File: src/rtl/flappy_pkg.sv
// Geometry, game-state encoding and tube start positions shared by the game datapath blocks.
// The crash detector and the tube scroller both draw on these values.
package flappy_pkg;

  localparam int BIRD_X      = 180;
  localparam int BIRD_HALF   = 15;
  localparam int TUBE_HALF_W = 30;
  localparam int GAP_HALF_H  = 35;
  localparam int SCREEN_W    = 640;
  localparam int SCREEN_H    = 480;

  typedef enum logic [1:0] {
    IDLE = 2'd0,
    RUN  = 2'd1,
    OVER = 2'd2
  } game_state_t;

  // Tubes start 220 apart so pairwise spacing mod 660 is 220 from the first frame
  localparam logic [9:0] INIT_X [3] = '{10'd250, 10'd470, 10'd690};
  localparam logic [9:0] INIT_Y [3] = '{10'd200, 10'd280, 10'd160};

endpackage

File: src/rtl/tube_lane.sv
// One tube: x/y register pair that scrolls left per tick and respawns on the right.
// o_pass is a same-cycle flag for a tick that carries the tube across the score line.
import flappy_pkg::*;

module tube_lane #(
  parameter int STEP   = 2,
  parameter int SPAN   = 660,
  parameter int X_WRAP = 30,
  parameter int Y_BASE = 96,
  parameter int PASS_X = 135
) (
  input  logic       clk,
  input  logic       clr,
  input  logic [9:0] i_init_x,
  input  logic [9:0] i_init_y,
  input  logic       i_tick,
  input  logic       i_reload,
  input  logic [7:0] i_lfsr_byte,
  output logic [9:0] o_x,
  output logic [9:0] o_y,
  output logic       o_pass
);

  localparam logic [9:0] L_WRAP_LIM = 10'(X_WRAP + STEP);
  localparam logic [9:0] L_STEP     = 10'(STEP);
  localparam logic [9:0] L_BACK     = 10'(SPAN - STEP);
  localparam logic [9:0] L_YBASE    = 10'(Y_BASE);
  localparam logic [9:0] L_PASS     = 10'(PASS_X);

  logic [9:0] r_x;
  logic [9:0] r_y;
  logic [9:0] w_x_next;
  logic       w_wrap;

  // Wrap is decided on the old x, so the subtract path never underflows
  always_comb begin
    w_wrap   = (r_x < L_WRAP_LIM);
    w_x_next = w_wrap ? (r_x + L_BACK) : (r_x - L_STEP);
  end

  always_ff @(posedge clk) begin
    if (clr || i_reload) begin
      r_x <= i_init_x;
      r_y <= i_init_y;
    end else if (i_tick) begin
      r_x <= w_x_next;
      if (w_wrap) r_y <= L_YBASE + {2'b00, i_lfsr_byte};
    end
  end

  assign o_pass = i_tick && (r_x >= L_PASS) && (w_x_next < L_PASS);
  assign o_x    = r_x;
  assign o_y    = r_y;

endmodule

File: src/rtl/tube_scroller.sv
// Game flow (IDLE/RUN/OVER), gap-height LFSR, score, and three scrolling tube lanes.
// Every output is a register; game_end only reaches state, never an output directly.
import flappy_pkg::*;

module tube_scroller #(
  parameter int         STEP      = 2,
  parameter int         SPAN      = 660,
  parameter int         X_WRAP    = 30,
  parameter int         Y_BASE    = 96,
  parameter int         PASS_X    = 135,
  parameter logic [9:0] LFSR_SEED = 10'h1A5
) (
  input  logic       clk,
  input  logic       clr,
  input  logic       frame_tick,
  input  logic       start,
  input  logic       game_end,
  output logic [9:0] tube1_x_pos,
  output logic [9:0] tube1_y_pos,
  output logic [9:0] tube2_x_pos,
  output logic [9:0] tube2_y_pos,
  output logic [9:0] tube3_x_pos,
  output logic [9:0] tube3_y_pos,
  output logic       running,
  output logic       score_pulse,
  output logic [7:0] score
);

  game_state_t r_state;
  logic [9:0]  r_lfsr;
  logic [9:0]  w_x [3];
  logic [9:0]  w_y [3];
  logic [2:0]  w_pass;
  logic [1:0]  w_npass;
  logic        w_tick;
  logic        w_reload;

  // A crash in the same cycle as a frame tick suppresses the move
  assign w_tick   = (r_state == RUN) && frame_tick && !game_end;
  assign w_reload = (r_state == OVER) && start;
  assign w_npass  = 2'(w_pass[0]) + 2'(w_pass[1]) + 2'(w_pass[2]);

  for (genvar g = 0; g < 3; g++) begin : g_lane
    tube_lane #(
      .STEP(STEP), .SPAN(SPAN), .X_WRAP(X_WRAP), .Y_BASE(Y_BASE), .PASS_X(PASS_X)
    ) u_lane (
      .clk        (clk),
      .clr        (clr),
      .i_init_x   (INIT_X[g]),
      .i_init_y   (INIT_Y[g]),
      .i_tick     (w_tick),
      .i_reload   (w_reload),
      .i_lfsr_byte(r_lfsr[7:0]),
      .o_x        (w_x[g]),
      .o_y        (w_y[g]),
      .o_pass     (w_pass[g])
    );
  end

  always_ff @(posedge clk) begin
    if (clr) begin
      r_state     <= IDLE;
      running     <= 1'b0;
      r_lfsr      <= LFSR_SEED;
      score       <= 8'd0;
      score_pulse <= 1'b0;
    end else begin
      score_pulse <= 1'b0;
      case (r_state)
        IDLE: if (start) begin
          r_state <= RUN;
          running <= 1'b1;
        end
        RUN: if (game_end) begin
          r_state <= OVER;
          running <= 1'b0;
        end else if (frame_tick) begin
          r_lfsr      <= {r_lfsr[8:0], r_lfsr[9] ^ r_lfsr[6]};
          score       <= score + {6'd0, w_npass};
          score_pulse <= |w_pass;
        end
        OVER: if (start) begin
          r_state <= IDLE;
          r_lfsr  <= LFSR_SEED;
          score   <= 8'd0;
        end
        default: begin
          r_state <= IDLE;
          running <= 1'b0;
        end
      endcase
    end
  end

  assign tube1_x_pos = w_x[0];
  assign tube1_y_pos = w_y[0];
  assign tube2_x_pos = w_x[1];
  assign tube2_y_pos = w_y[1];
  assign tube3_x_pos = w_x[2];
  assign tube3_y_pos = w_y[2];

endmodule

File: config.mk
export PLATFORM = sky130hd
export DESIGN_NAME = tube_scroller
export DESIGN_NICKNAME = d
export VERILOG_FILES = /design/src/rtl/flappy_pkg.sv /design/src/rtl/tube_lane.sv /design/src/rtl/tube_scroller.sv
export SDC_FILE = /design/constraint.sdc
export NUM_CORES = 1
export LEC_CHECK = 0
export CAP_MARGIN = 0
export CORE_MARGIN = 2
export CORE_UTILIZATION = 32
export DETAILED_ROUTE_END_ITERATION = 12
export PLACE_DENSITY = 0.57
export REMOVE_ABC_BUFFERS = 1
export SLEW_MARGIN = 20
export SYNTH_ARGS = -nofsm -noshare
export SYNTH_HDL_FRONTEND = slang
export SYNTH_SLANG_ARGS = --single-unit
File: constraint.sdc
create_clock -name clk -period 6.5 [get_ports clk]
set_input_delay 0.975 -clock clk [delete_from_list [all_inputs] [get_ports clk]]
set_output_delay 0.975 -clock clk [all_outputs]
set_load 0.01 [all_outputs]
Word level (Yosys, flattened, before mapping):

Index checks and enable logic that the tools add are counted.

* output and inout port bits: 70
* register bits: 82
* word-level logic and storage cells: 80

* eq/ne operators: 7
* magnitude comparators: 9
* muxes and demuxes: 18
* add/subtract/negate cells: 10
* reductions and logical operators: 21
* bitwise operators: 4

Operators by type and width (count)
* $mux 10: 6
* $add 10x10->10 const B: 3
* $ge 10x8->1 const B: 3
* $lt 10x6->1 const B: 3
* $lt 10x8->1 const B: 3
* $sub 10x2->10 const B: 3
* $mux 8: 3
* $pmux 10 s2: 1
* $pmux 8 s2: 1
* $ne 2x2->1 const B: 5
* $add 7x8->9 const A: 1
* $logic_and 1x1->1: 9
* $add 8x2->8: 1
* $mux 2: 3
* $pmux 2 s3: 1
* $reduce_and 2->1: 3
* $reduce_and 3->1: 2
* $reduce_and 4->1: 1
* $reduce_or 4->1: 1
* $not 1->1: 3
* $pmux 1 s3: 1
* $reduce_or 3->1: 1
* $add 1x1->2: 1
* $add 2x1->2: 1
* other kinds (8): 9

Depth between registers and ports, before layout:

Gate-level depths: netlist (run 1).

* depth after elaboration: 11
* gate-level depth with buffers: 18
* gate-level depth less buffers: 17

Hierarchy:

From an unflattened synthesis (run 1), not the netlist that was laid out.

* cells, all modules: 494
* area total of the unflattened synthesis: 4725.8 µm²

Modules (own cells, without submodules)
* tube_lane: cells each 125, area each 1217.4 µm², instances 3
* tube_scroller: cells each 119, area each 1073.5 µm², instances 1

Least setup slack after synthesis (run 1):

No wires, ideal clock.

* path type: reg2reg
* from: register g_lane[2].u_lane.r_x[7]
* to: register score[1]
* library setup time: 87 ps
* stages on the path, launching flop included: 15
* path slack: 2568 ps
* arrival time: 3845 ps
* required time: 6413 ps
* path through: dfxtp_1 -> clkbuf_1 -> nor2_1 -> nand2_1 -> fa_1 -> and2_1 -> nor3_1 -> o21ai_2 -> xnor2_1 -> a2111oi_2 -> fa_1 -> ha_1 -> inv_1 -> fa_1 -> o31ai_1

* cells in the longest elaborated chain, start to end: 9
* elaborated cells between the ends (all ways): 13
* those cells by class: add/sub: 4; order compare: 3; mux: 4; reduce/logical: 2

Ends and longest elaborated chain
* start, declared: line tube_lane.sv:30 `logic [9:0] r_x;`
* start signal, assigned: line tube_lane.sv:43 `r_x <= i_init_x;`
* start signal, assigned: line tube_lane.sv:46 `r_x <= w_x_next;`
* $sub 10x2->10 (tied with other cells): line tube_lane.sv:38 `w_x_next = w_wrap ? (r_x + L_BACK) : (r_x - L_STEP);`
* $mux 10: line tube_lane.sv:38
* $lt 10x8->1: line tube_lane.sv:51 `assign o_pass = i_tick && (r_x >= L_PASS) && (w_x_next < L_PASS);`
* $logic_and 1x1->1 (*): line tube_lane.sv:51
* $add 2x1->2 (*): line tube_scroller.sv:41 `assign w_npass = 2'(w_pass[0]) + 2'(w_pass[1]) + 2'(w_pass[2]);`
* $add 8x2->8 (*): line tube_scroller.sv:79 `score <= score + {6'd0, w_npass};`
* $mux 8 (*): line tube_scroller.sv:77 `end else if (frame_tick) begin`
* $mux 8 (*): line tube_scroller.sv:74 `RUN: if (game_end) begin`
* $pmux 8 s2 (*): line tube_scroller.sv:69 `case (r_state)`
* end signal, assigned: line tube_scroller.sv:79
* end, declared: line tube_scroller.sv:26 `output logic [7:0] score`

Every way passes the cells marked *; elsewhere a longest branch is shown, timed or not. The select of a mux whose other input is x is not followed.
A chain may end at the register's enable or synchronous reset.

Worst setup path after layout (run 1):

* from: register g_lane[0].u_lane.r_x[5]
* to: register score[1]

* cells in the longest elaborated chain, start to end: 10
* elaborated cells between the ends (all ways): 14
* those cells by class: add/sub: 5; order compare: 3; mux: 4; reduce/logical: 2

Ends and longest elaborated chain (line)
* start, declared: tube_lane.sv:30
* start signal, assigned: tube_lane.sv:43
* start signal, assigned: tube_lane.sv:46
* $sub 10x2->10 (tied with other cells): tube_lane.sv:38
* $mux 10: tube_lane.sv:38
* $lt 10x8->1: tube_lane.sv:51
* $logic_and 1x1->1 (*): tube_lane.sv:51
* $add 1x1->2 (*): tube_scroller.sv:41
* $add 2x1->2 (*): tube_scroller.sv:41
* $add 8x2->8 (*): tube_scroller.sv:79
* $mux 8 (*): tube_scroller.sv:77
* $mux 8 (*): tube_scroller.sv:74
* $pmux 8 s2 (*): tube_scroller.sv:69

Marked as above.

==> impl_metrics.ini, run 1 <==
[power]
leakagePower_nw = 1.79
p_per_area_nw_per_um2 = 213
vdd_drop_max_uv = 99.2

[die]
core_um2 = 12000
die_h_um = 114
ios = 75
start_util_pct = 32.6
dieArea_um2 = 13100
num_rows = 40
fp.dieW_um = 114

[placement]
gp_congestion = 0.808
placed_area_um2 = 4670
numPortBuffers = 68
dp.final_hpwl_um = 6960
dp_slack_ns = 2.23

[yosys]
synth_xor_area_share_pct = 7.20
yosysSeqAreaShare_pct = 39.1
post_synth_num_cell_types = 54
synth_compound_area_share_pct = 18.7
synth-simple-area-share_pct = 20.6
synth_edf_count = 0
syn_area_um2 = 3890
muxShareOfSynthArea_pct = 1.54
synth_warnings = 0
synth-main-ff-cell = dfxtp_1
ys_seq_elements = 76
synthAdderAreaFrac_pct = 7.71
synth_top_family_by_area = simple AND/OR/NAND/NOR gates
synthCells = 465
syn_area_per_cell_um2 = 8.37
async_flop_share_pct = 0

[timing]
finClkSkew_ns = 0.00738
period_share_pct = 66.1
rsz0062_at_grt = false
setup_violations = 0
fin_setup_tns_ns = 0
period_needed_ns = 4.30
tightest_slew_ns = 0.640
hold_viol = 0
fmax_mhz = 233
slew_headroom_pct = 57.2
worst_slack_ns = 2.20
slew_violations = 0

[clocking]
cts-htree-levels = 3
cts_buffers = 9
clockRootBuffer = clkbuf_16
clock_path_buffers = 2
insertion_delay_ns = 0.33
cts_hold_buf = 0
clkSinkCount = 76
post-cts-setup-buffer-count = 0
ctsResizeCount = 0
cts.clk_slew.worst_paths_ns = 0.06
tritoncts = built

[min_path]
min_path_type = reg -> reg

[worst_setup_path]
slowest_stage = fa_1
cp.required_ns = 6.74
start_kind = flip-flop
path_cells = nor4_1, nand2_1, ha_1, a21o_1, a21oi_1, xnor2_1, o21ai_0, a211oi_1, fa_1, ha_1, inv_1, fa_1, o31ai_1
worstSetupPathType = reg -> reg
critPathMaxStageDelay_ns = 0.51
cp.arrival_ns = 4.54
crit_path_end_kind = flip-flop
crit_fanout = 8

[finish]
finish.utilization_pct = 41.5
finalNetCount = 550
diodes = 0
drive_above_1_share_pct = 4.91
fin_area_um2 = 4960
area_growth_pct = 27.5

[global_route]
grt_pass1_vias = 3246
grt_usage_pct = 15.9
antenna_found_initial = 0
gr-total-overflow = 0
grt_max_degree = 39
grt_pass1_wl_um = 16500

[route]
dr_wl_met3_um = 538
highest_layer = met4
wirelength_um = 9840
routedWlPerCell_um = 14.6
m1WireLength_um = 4750
vias = 3447
antenna_left = 0
drtPass1Iterations = 5
dr_wl_met2_um = 4410
drc = 0
drt_iter0_drc = 158
viasPerCell = 5.10

[run_status]
status = completed

[flow_run]
max_cap_viol_count = 0
==> worst max-delay path, delay by kind of cell, from the launching register on <==
family / cells / cell delay (ns)
XOR/XNOR: 1 / 0.17
AND/OR/NAND/NOR: 2 / 0.78
AO/OA/AOI/OAI: 5 / 1.32
buffers and inverters: 1 / 0.07
flip-flops: 1 / 0.37
adder cells (fa/ha/maj): 4 / 1.52
==> registers in the layout, summed over array words and instances (netlist names) <==
| register | flops |
|---|---|
| g_lane.u_lane.o_y | 27 |
| g_lane.u_lane.o_x | 27 |
| running | 1 |
| r_state | 2 |
| score_pulse | 1 |
| score | 8 |
| r_lfsr | 10 |
==> layout by cell type, fill, tap and decap left out, drive strengths merged, types with 8 or more instances in the layout <==
master         netlist  routed
a211oi              14      14
a21oi               40      40
clkbuf              21      13
clkdlybuf4s50        0      68
dfxtp               76      76
ha                  16      16
inv                 14      14
nand2               83      83
nand3               17      17
nor2                41      41
nor3                 9       9
o211ai               8       8
o21ai               21      21
xnor2               17      17
xor2                15      15
==> synthesized netlist by cell type, types with 2 or more instances <==
master | n | area [um2]
nand3_1 | 17 | 85.1
nand2_1 | 83 | 312
nor3_1 | 9 | 45.0
fa_1 | 5 | 100
xor2_1 | 15 | 131
or4_1 | 2 | 15.0
nor2_1 | 40 | 150
dfxtp_1 | 76 | 1520
clkbuf_1 | 21 | 78.8
o31ai_1 | 3 | 22.5
o21ai_0 | 19 | 95.1
a21o_1 | 3 | 22.5
a211o_1 | 2 | 17.5
a32oi_1 | 2 | 17.5
or3_1 | 5 | 31.3
inv_1 | 14 | 52.6
buf_4 | 7 | 52.6
o211ai_1 | 8 | 60.1
a21oi_1 | 39 | 195
ha_1 | 16 | 200
nand3b_1 | 4 | 30.0
a221o_1 | 4 | 40.0
xnor2_1 | 17 | 149
mux2i_1 | 6 | 60.1
nand2b_1 | 2 | 12.5
nor4_1 | 3 | 18.8
and3_1 | 2 | 12.5
a211oi_1 | 14 | 105
o22a_1 | 2 | 17.5
==> path summary, 6_finish.rpt <==
kind | startpoint | end | slack (ns) | cells after the start
hold reg to reg | g_lane[2].u_lane.o_y[1] | g_lane[2].u_lane.o_y[1] | 0.46 | 2
setup reg to reg | g_lane[0].u_lane.o_x[5] | score[1] | 2.20 | 13
hold / removal | g_lane[2].u_lane.o_y[1] | g_lane[2].u_lane.o_y[1] | 0.46 | 2
setup / recovery | g_lane[0].u_lane.o_x[5] | score[1] | 2.20 | 13
==> routing by layer <==
layer / global-route usage [%] / up-vias
met5: 0 / -
met4: 5.28 / 0
met1: 22.0 / 1599
li1: - / 1732
met3: 3.55 / 12
met2: 24.5 / 104
==> stage by stage <==
stage	hold slack [ns]	total power, mW	std cells
floorplan	0.444	0.538	441
global placement	0.449	0.567	660
detailed placement	0.452	0.569	660
CTS	0.461	1.07	676
global route	0.471	1.10	676
finish	0.457	1.06	676
==> cells by family (layout without fill, tap and decap cells) <==
kind of cell	Yosys count	count (layout)
buffers and inverters	43	102
other	1	6
adder cells (fa/ha/maj)	21	21
XOR/XNOR	32	32
multiplexers	6	6
AO/OA/AOI/OAI	109	109
AND/OR/NAND/NOR	177	177
flip-flops	76	76
==> final cells by class <==
cell class                      count  area (um2)
Multi-Input combinational cell    351        2200
Clock buffer                       13         250
Sequential cell                    76        1520
Inverter                           14        52.6
Clock inverter                      3        46.3
Tap cell                          147         184
Timing Repair Buffer               72         711
Fill cell                        1196        7000
==> where the power goes <==
group	switching, mW	leakage (nW)	internal (mW)	total (mW)
clock	0.190	0.140	0.309	0.498
combinational	0.0447	1.04	0.0293	0.0740
sequential	0.0108	0.615	0.474	0.485
total	0.245	1.79	0.812	1.06
No activity file was read; power rests on OpenSTA's default activity.
==> run 2: changes to the inputs <==
--- a/config.mk
+++ b/config.mk
@@ -9,7 +9,7 @@
 export CORE_MARGIN = 2
 export CORE_UTILIZATION = 32
 export DETAILED_ROUTE_END_ITERATION = 12
-export PLACE_DENSITY = 0.57
+export PLACE_DENSITY = 0.59
 export REMOVE_ABC_BUFFERS = 1
 export SLEW_MARGIN = 20
 export SYNTH_ARGS = -nofsm -noshare
==> constraint.sdc (replaced) <==
create_clock -name clk -period 3.7 [get_ports clk]
set_input_delay 0.555 -clock clk [delete_from_list [all_inputs] [get_ports clk]]
set_output_delay 0.555 -clock clk [all_outputs]
set_load 0.01 [all_outputs]
==> impl_metrics.ini, run 2 (same netlist as run 1, synthesis figures left out) <==
[run_status]
status = finished with violations
violations = negative setup slack

[die]
num_rows = 40
dieArea_um2 = 13100
start_util_pct = 32.6
die_h_um = 114
ios = 75
fp.dieW_um = 114
core_um2 = 12000

[timing]
slew_violations = 0
slew_headroom_pct = 54.8
finClkSkew_ns = 0.00669
period_needed_ns = 3.73
hold_viol = 0
worst_slack_ns = -0.0272
rsz0062_at_grt = true
fmax_mhz = 268
tightest_slew_ns = 0.671
period_share_pct = 101
setup_violations = 3

[placement]
gp_congestion = 0.878
dp_slack_ns = -0.269
numPortBuffers = 68
dp_cells = 705
dp.final_hpwl_um = 7600

[finish]
drive_above_1_share_pct = 21.0
layout_common_cells = nand2_1 (80), dfxtp_1 (74), clkdlybuf4s50_1 (68), buf_4 (61), nor2_1 (38)
multi_input_comb_area_um2 = 2450
area_growth_pct = 45.2
finalNetCount = 607
final_cells = 732
diodes = 0
regArea_um2 = 1520
finish.utilization_pct = 47.3
final_common_cell = nand2_1
n_fill_cell = 1126

[min_path]
whs_path_depth = 2
min_from = g_lane[1].u_lane.o_y[1]
holdPathEnd = g_lane[1].u_lane.o_y[1]
min_path_type = reg -> reg

[global_route]
grt_pass1_wl_um = 17700
grt_usage_pct = 17.3
grt_max_degree = 42
grt_pass1_vias = 3526
antenna_found_initial = 0
gr-total-overflow = 0

[worst_setup_path]
crit_top_cell = ha_4
worstSetupPathType = reg -> reg
cp.required_ns = 3.97
path_cells = nor3_4, nand2_4, ha_4, a21oi_4, or3_1, o211ai_1, xor2_1, a2111oi_4, fa_2, ha_4, a21oi_1, or3b_4, or3_4, a21oi_2
timing.rr.start = g_lane[2].u_lane.o_x[5]
rrSetupSlack_ns = -0.03
slowest_stage = fa_2
cp.arrival_ns = 4.00
crit_path_end_kind = flip-flop
crit_fanout = 5
crit_buf_inv = 0
critPathMaxStageDelay_ns = 0.61
start_kind = flip-flop
r2r_end = score[7]
rr_worst_depth = 14
crit_family = simple AND/OR/NAND/NOR gates

[clocking]
cts_hold_buf = 0
tritoncts = built
clockRootBuffer = clkbuf_16
clock_path_buffers = 2
cts-htree-levels = 3
insertion_delay_ns = 0.34
clkSinkCount = 76
cts_buffers = 9
cts.clk_slew.worst_paths_ns = 0.06

[route]
drt_iter0_drc = 226
antenna_left = 0
vias = 3679
routedWlPerCell_um = 15.2
drc = 0
drtPass1Iterations = 5
viasPerCell = 5.03
wirelength_um = 11100

[power]
p_per_area_nw_per_um2 = 337
finalPower_mw = 1.91
leakagePower_nw = 2.11
vdd_drop_max_uv = 218

[flow_run]
max_cap_viol_count = 0
## run 2: per-layer routing
metal	up-vias	part of all wire, %	GRT usage, %	wire, um
li1	1843	-	-	-
met1	1728	46	22.4	5120
met2	97	47	28.3	5250
met3	11	5.4	4.18	606
met4	0	1.3	5.61	149
met5	-	0	0	0
## run 2: cell type report
cell class | count | share of cell area [%]
clock inverter | 3 | 0.819
multi-input combinational | 351 | 43.4
tap | 147 | 3.25
timing repair buffer | 129 | 20.1
clock buffer | 12 | 4.54
inverter | 14 | 0.929
sequential | 76 | 27.0
## run 2: worst max path at each step
stage / from / endpoint / slack (ns) / cells past startpoint
2_1_floorplan: g_lane[2].u_lane.o_x[5] / score[1] / -0.22 / 13
3_3_place_gp: g_lane[0].u_lane.o_x[5] / score[1] / -0.11 / 14
3_5_place_dp: g_lane[0].u_lane.o_x[5] / score[4] / -0.27 / 17
4_1_cts: g_lane[2].u_lane.o_x[9] / score[5] / 0.02 / 15
5_1_grt: g_lane[2].u_lane.o_x[5] / score[2] / -0.17 / 16
6_report: g_lane[2].u_lane.o_x[5] / score[7] / -0.03 / 14
## run 2: timing repair
action                     CTS  global route
setup endpoints to repair    7             7
gates resized for setup     33            16
pin swaps                   21            21
buffers inserted             8             5
## run 2: worst min-delay path, cell delays in order (launching register included)
cell and delay [ns]:
dfxtp_1 0.31, nand2_1 0.05, a21oi_1 0.05
## run 2: per-stage QoR
step                      hold WS (ns)  setup TNS (ns)  area (um2)
final                            0.457         -0.0489        5650
after global routing             0.477           -1.06        5650
after CTS                        0.459               0        5550
after detailed placement         0.451           -1.43        5010
after global placement           0.448          -0.396        5010
after floorplan                  0.444          -0.861        3770
## run 2: report_power, final
group          switching (mW)  total, mW  internal (mW)
Sequential             0.0171      0.849          0.832
Clock                   0.339      0.895          0.557
Combinational          0.0911      0.162         0.0704
Total                   0.447       1.91           1.46
==> run 3: changes to the inputs <==
--- a/config.mk
+++ b/config.mk
@@ -8,8 +8,9 @@
 export CAP_MARGIN = 0
 export CORE_MARGIN = 2
 export CORE_UTILIZATION = 32
+export CTS_BUF_LIST = sky130_fd_sc_hd__clkbuf_8 sky130_fd_sc_hd__clkbuf_16
 export DETAILED_ROUTE_END_ITERATION = 12
-export PLACE_DENSITY = 0.59
+export PLACE_DENSITY = 0.57
 export REMOVE_ABC_BUFFERS = 1
 export SLEW_MARGIN = 20
 export SYNTH_ARGS = -nofsm -noshare
==> constraint.sdc (replaced) <==
create_clock -name clk -period 3.8 [get_ports clk]
set_input_delay 0.57 -clock clk [delete_from_list [all_inputs] [get_ports clk]]
set_output_delay 0.57 -clock clk [all_outputs]
set_load 0.01 [all_outputs]
==> impl_metrics.ini, run 3 (same netlist as run 1, synthesis figures left out) <==
[run_status]
status = completed

[die]
num_rows = 40
start_util_pct = 32.6
die_h_um = 114
core_um2 = 12000
dieArea_um2 = 13100
fp.dieW_um = 114
ios = 75

[global_route]
grt_usage_pct = 16.9
gr-total-overflow = 0
grt_pass1_wl_um = 17600
antenna_found_initial = 0
grt_pass1_vias = 3544
grt_max_degree = 36

[power]
clkPwrFrac_pct = 46.4
power_switching_mw = 0.442
pwr-share-seq_pct = 45.4
finalPower_mw = 1.82
swShare_pct = 24.3
pwr-share-comb_pct = 8.2
p_int_mw = 1.38
vdd_drop_max_uv = 187
leakagePower_nw = 2.03
p_per_area_nw_per_um2 = 329

[min_path]
min_path_type = reg -> reg

[clocking]
clockRootBuffer = clkbuf_16
cts_hold_buf = 0
tritoncts = built
cts-htree-levels = 3
clkSinkCount = 76
cts_buffers = 9
insertion_delay_ns = 0.33
cts.clk_slew.worst_paths_ns = 0.06
clock_path_buffers = 2

[worst_setup_path]
crit_fanout = 5
path_cells = nor3_4, nand2_4, ha_4, buf_4, and2_1, a21oi_1, o21ai_0, o2111ai_2, a2111oi_4, fa_2, ha_4, inv_1, fa_2, o31ai_2
worstSetupPathType = reg -> reg
cp.arrival_ns = 4.04
crit_path_end_kind = flip-flop
start_kind = flip-flop
slowest_stage = fa_2
critPathMaxStageDelay_ns = 0.53
cp.required_ns = 4.04

[route]
wirelength_um = 10800
vias = 3654
drc = 0
antenna_left = 0
drtPass1Iterations = 4
drt_iter0_drc = 155
routedWlPerCell_um = 15.0
viasPerCell = 5.08

[timing]
finClkSkew_ns = 0.00872
slew_headroom_pct = 49.7
period_share_pct = 99.9
setup_violations = 0
hold_viol = 0
fin_setup_tns_ns = 0
slew_violations = 0
period_needed_ns = 3.79
hold_slack_ns = 0.453
rsz0062_at_grt = true
tightest_slew_ns = 0.752
fmax_mhz = 264

[finish]
fin_area_um2 = 5530
finish.utilization_pct = 46.2
n_fill_cell = 1149
layout_common_cells = nand2_1 (81), dfxtp_1 (75), clkdlybuf4s50_1 (68), buf_4 (47), nor2_1 (37)
final_common_cell = nand2_1
drive_above_1_share_pct = 18.9
finalNetCount = 593
diodes = 0
area_growth_pct = 42.0

[placement]
dp.final_hpwl_um = 7480
placed_area_um2 = 4920
gp_congestion = 0.861
numPortBuffers = 68

[flow_run]
max_cap_viol_count = 0
[run 3: changes by cell type in the layout (fill, tap and decap cells not counted), sizes merged]
cell / before / now
inv: 14 / 16
clkbuf: 12 / 9
clkinvlp: 1 / 2
clkinv: 1 / 2
buf: 61 / 47
[run 3: final timing paths]
kind	startpoint	endpoint	slack (ns)	cells after the start
max	g_lane[2].u_lane.o_x[9]	score[1]	0.005	14
min reg2reg	g_lane[1].u_lane.o_y[1]	g_lane[1].u_lane.o_y[1]	0.45	2
min	g_lane[1].u_lane.o_y[1]	g_lane[1].u_lane.o_y[1]	0.45	2
max reg2reg	g_lane[2].u_lane.o_x[9]	score[1]	0.005	14
[run 3: critical path: cells and delay by family (launching register included)]
family	cells	cell delay, ns
AOI/OAI and AO/OA	5	1.19
DFF	1	0.33
and+or+nand+nor	3	0.57
adders and majority gates	4	1.45
buffers and inverters	2	0.17
[run 3: final cells by class]
type                       instances  area, um2  area share [%]
timing repair buffer             115       1030            18.7
multi-input combinational        351       2440            44.2
tap                              147        184            3.33
clock buffer                       9        225            4.07
inverter                          14       52.6           0.950
clock inverter                     7       67.6            1.22
sequential                        76       1520            27.5
[run 3: repair_timing]
| item | CTS | global route |
|---|---|---|
| endpoints found under the setup margin | 7 | 7 |
| buffers inserted | 0 | 10 |
| pin swaps | 3 | 23 |
| cloned | 0 | 0 |
| resized for setup | 9 | 38 |
[run 3: metrics by stage]
step | setup slack, ns | std cells
floorplan | -0.121 | 441
global placement | -0.00735 | 693
detailed placement | -0.102 | 693
CTS | 0.00261 | 709
global route | -0.134 | 719
finish | 0.00547 | 719
[run 3: routing by layer]
| metal | vias up | GRT usage (%) | routed length [um] |
|---|---|---|---|
| met1 | 1722 | 22.8 | 5260 |
| met2 | 98 | 26.2 | 4800 |
| met4 | 0 | 5.53 | 219 |
| met3 | 17 | 4.71 | 518 |
| met5 | - | 0 | 0 |
| li1 | 1817 | - | - |
[run 3: power groups by stage]
stage | Sequential, mW | Clock [mW] | Combinational (mW)
after floorplan | 0.844 | 0 | 0.0760
final | 0.827 | 0.844 | 0.150
after detailed placement | 0.844 | 0 | 0.137
after global routing | 0.829 | 0.899 | 0.165
after global placement | 0.844 | 0 | 0.135
after CTS | 0.826 | 0.864 | 0.140
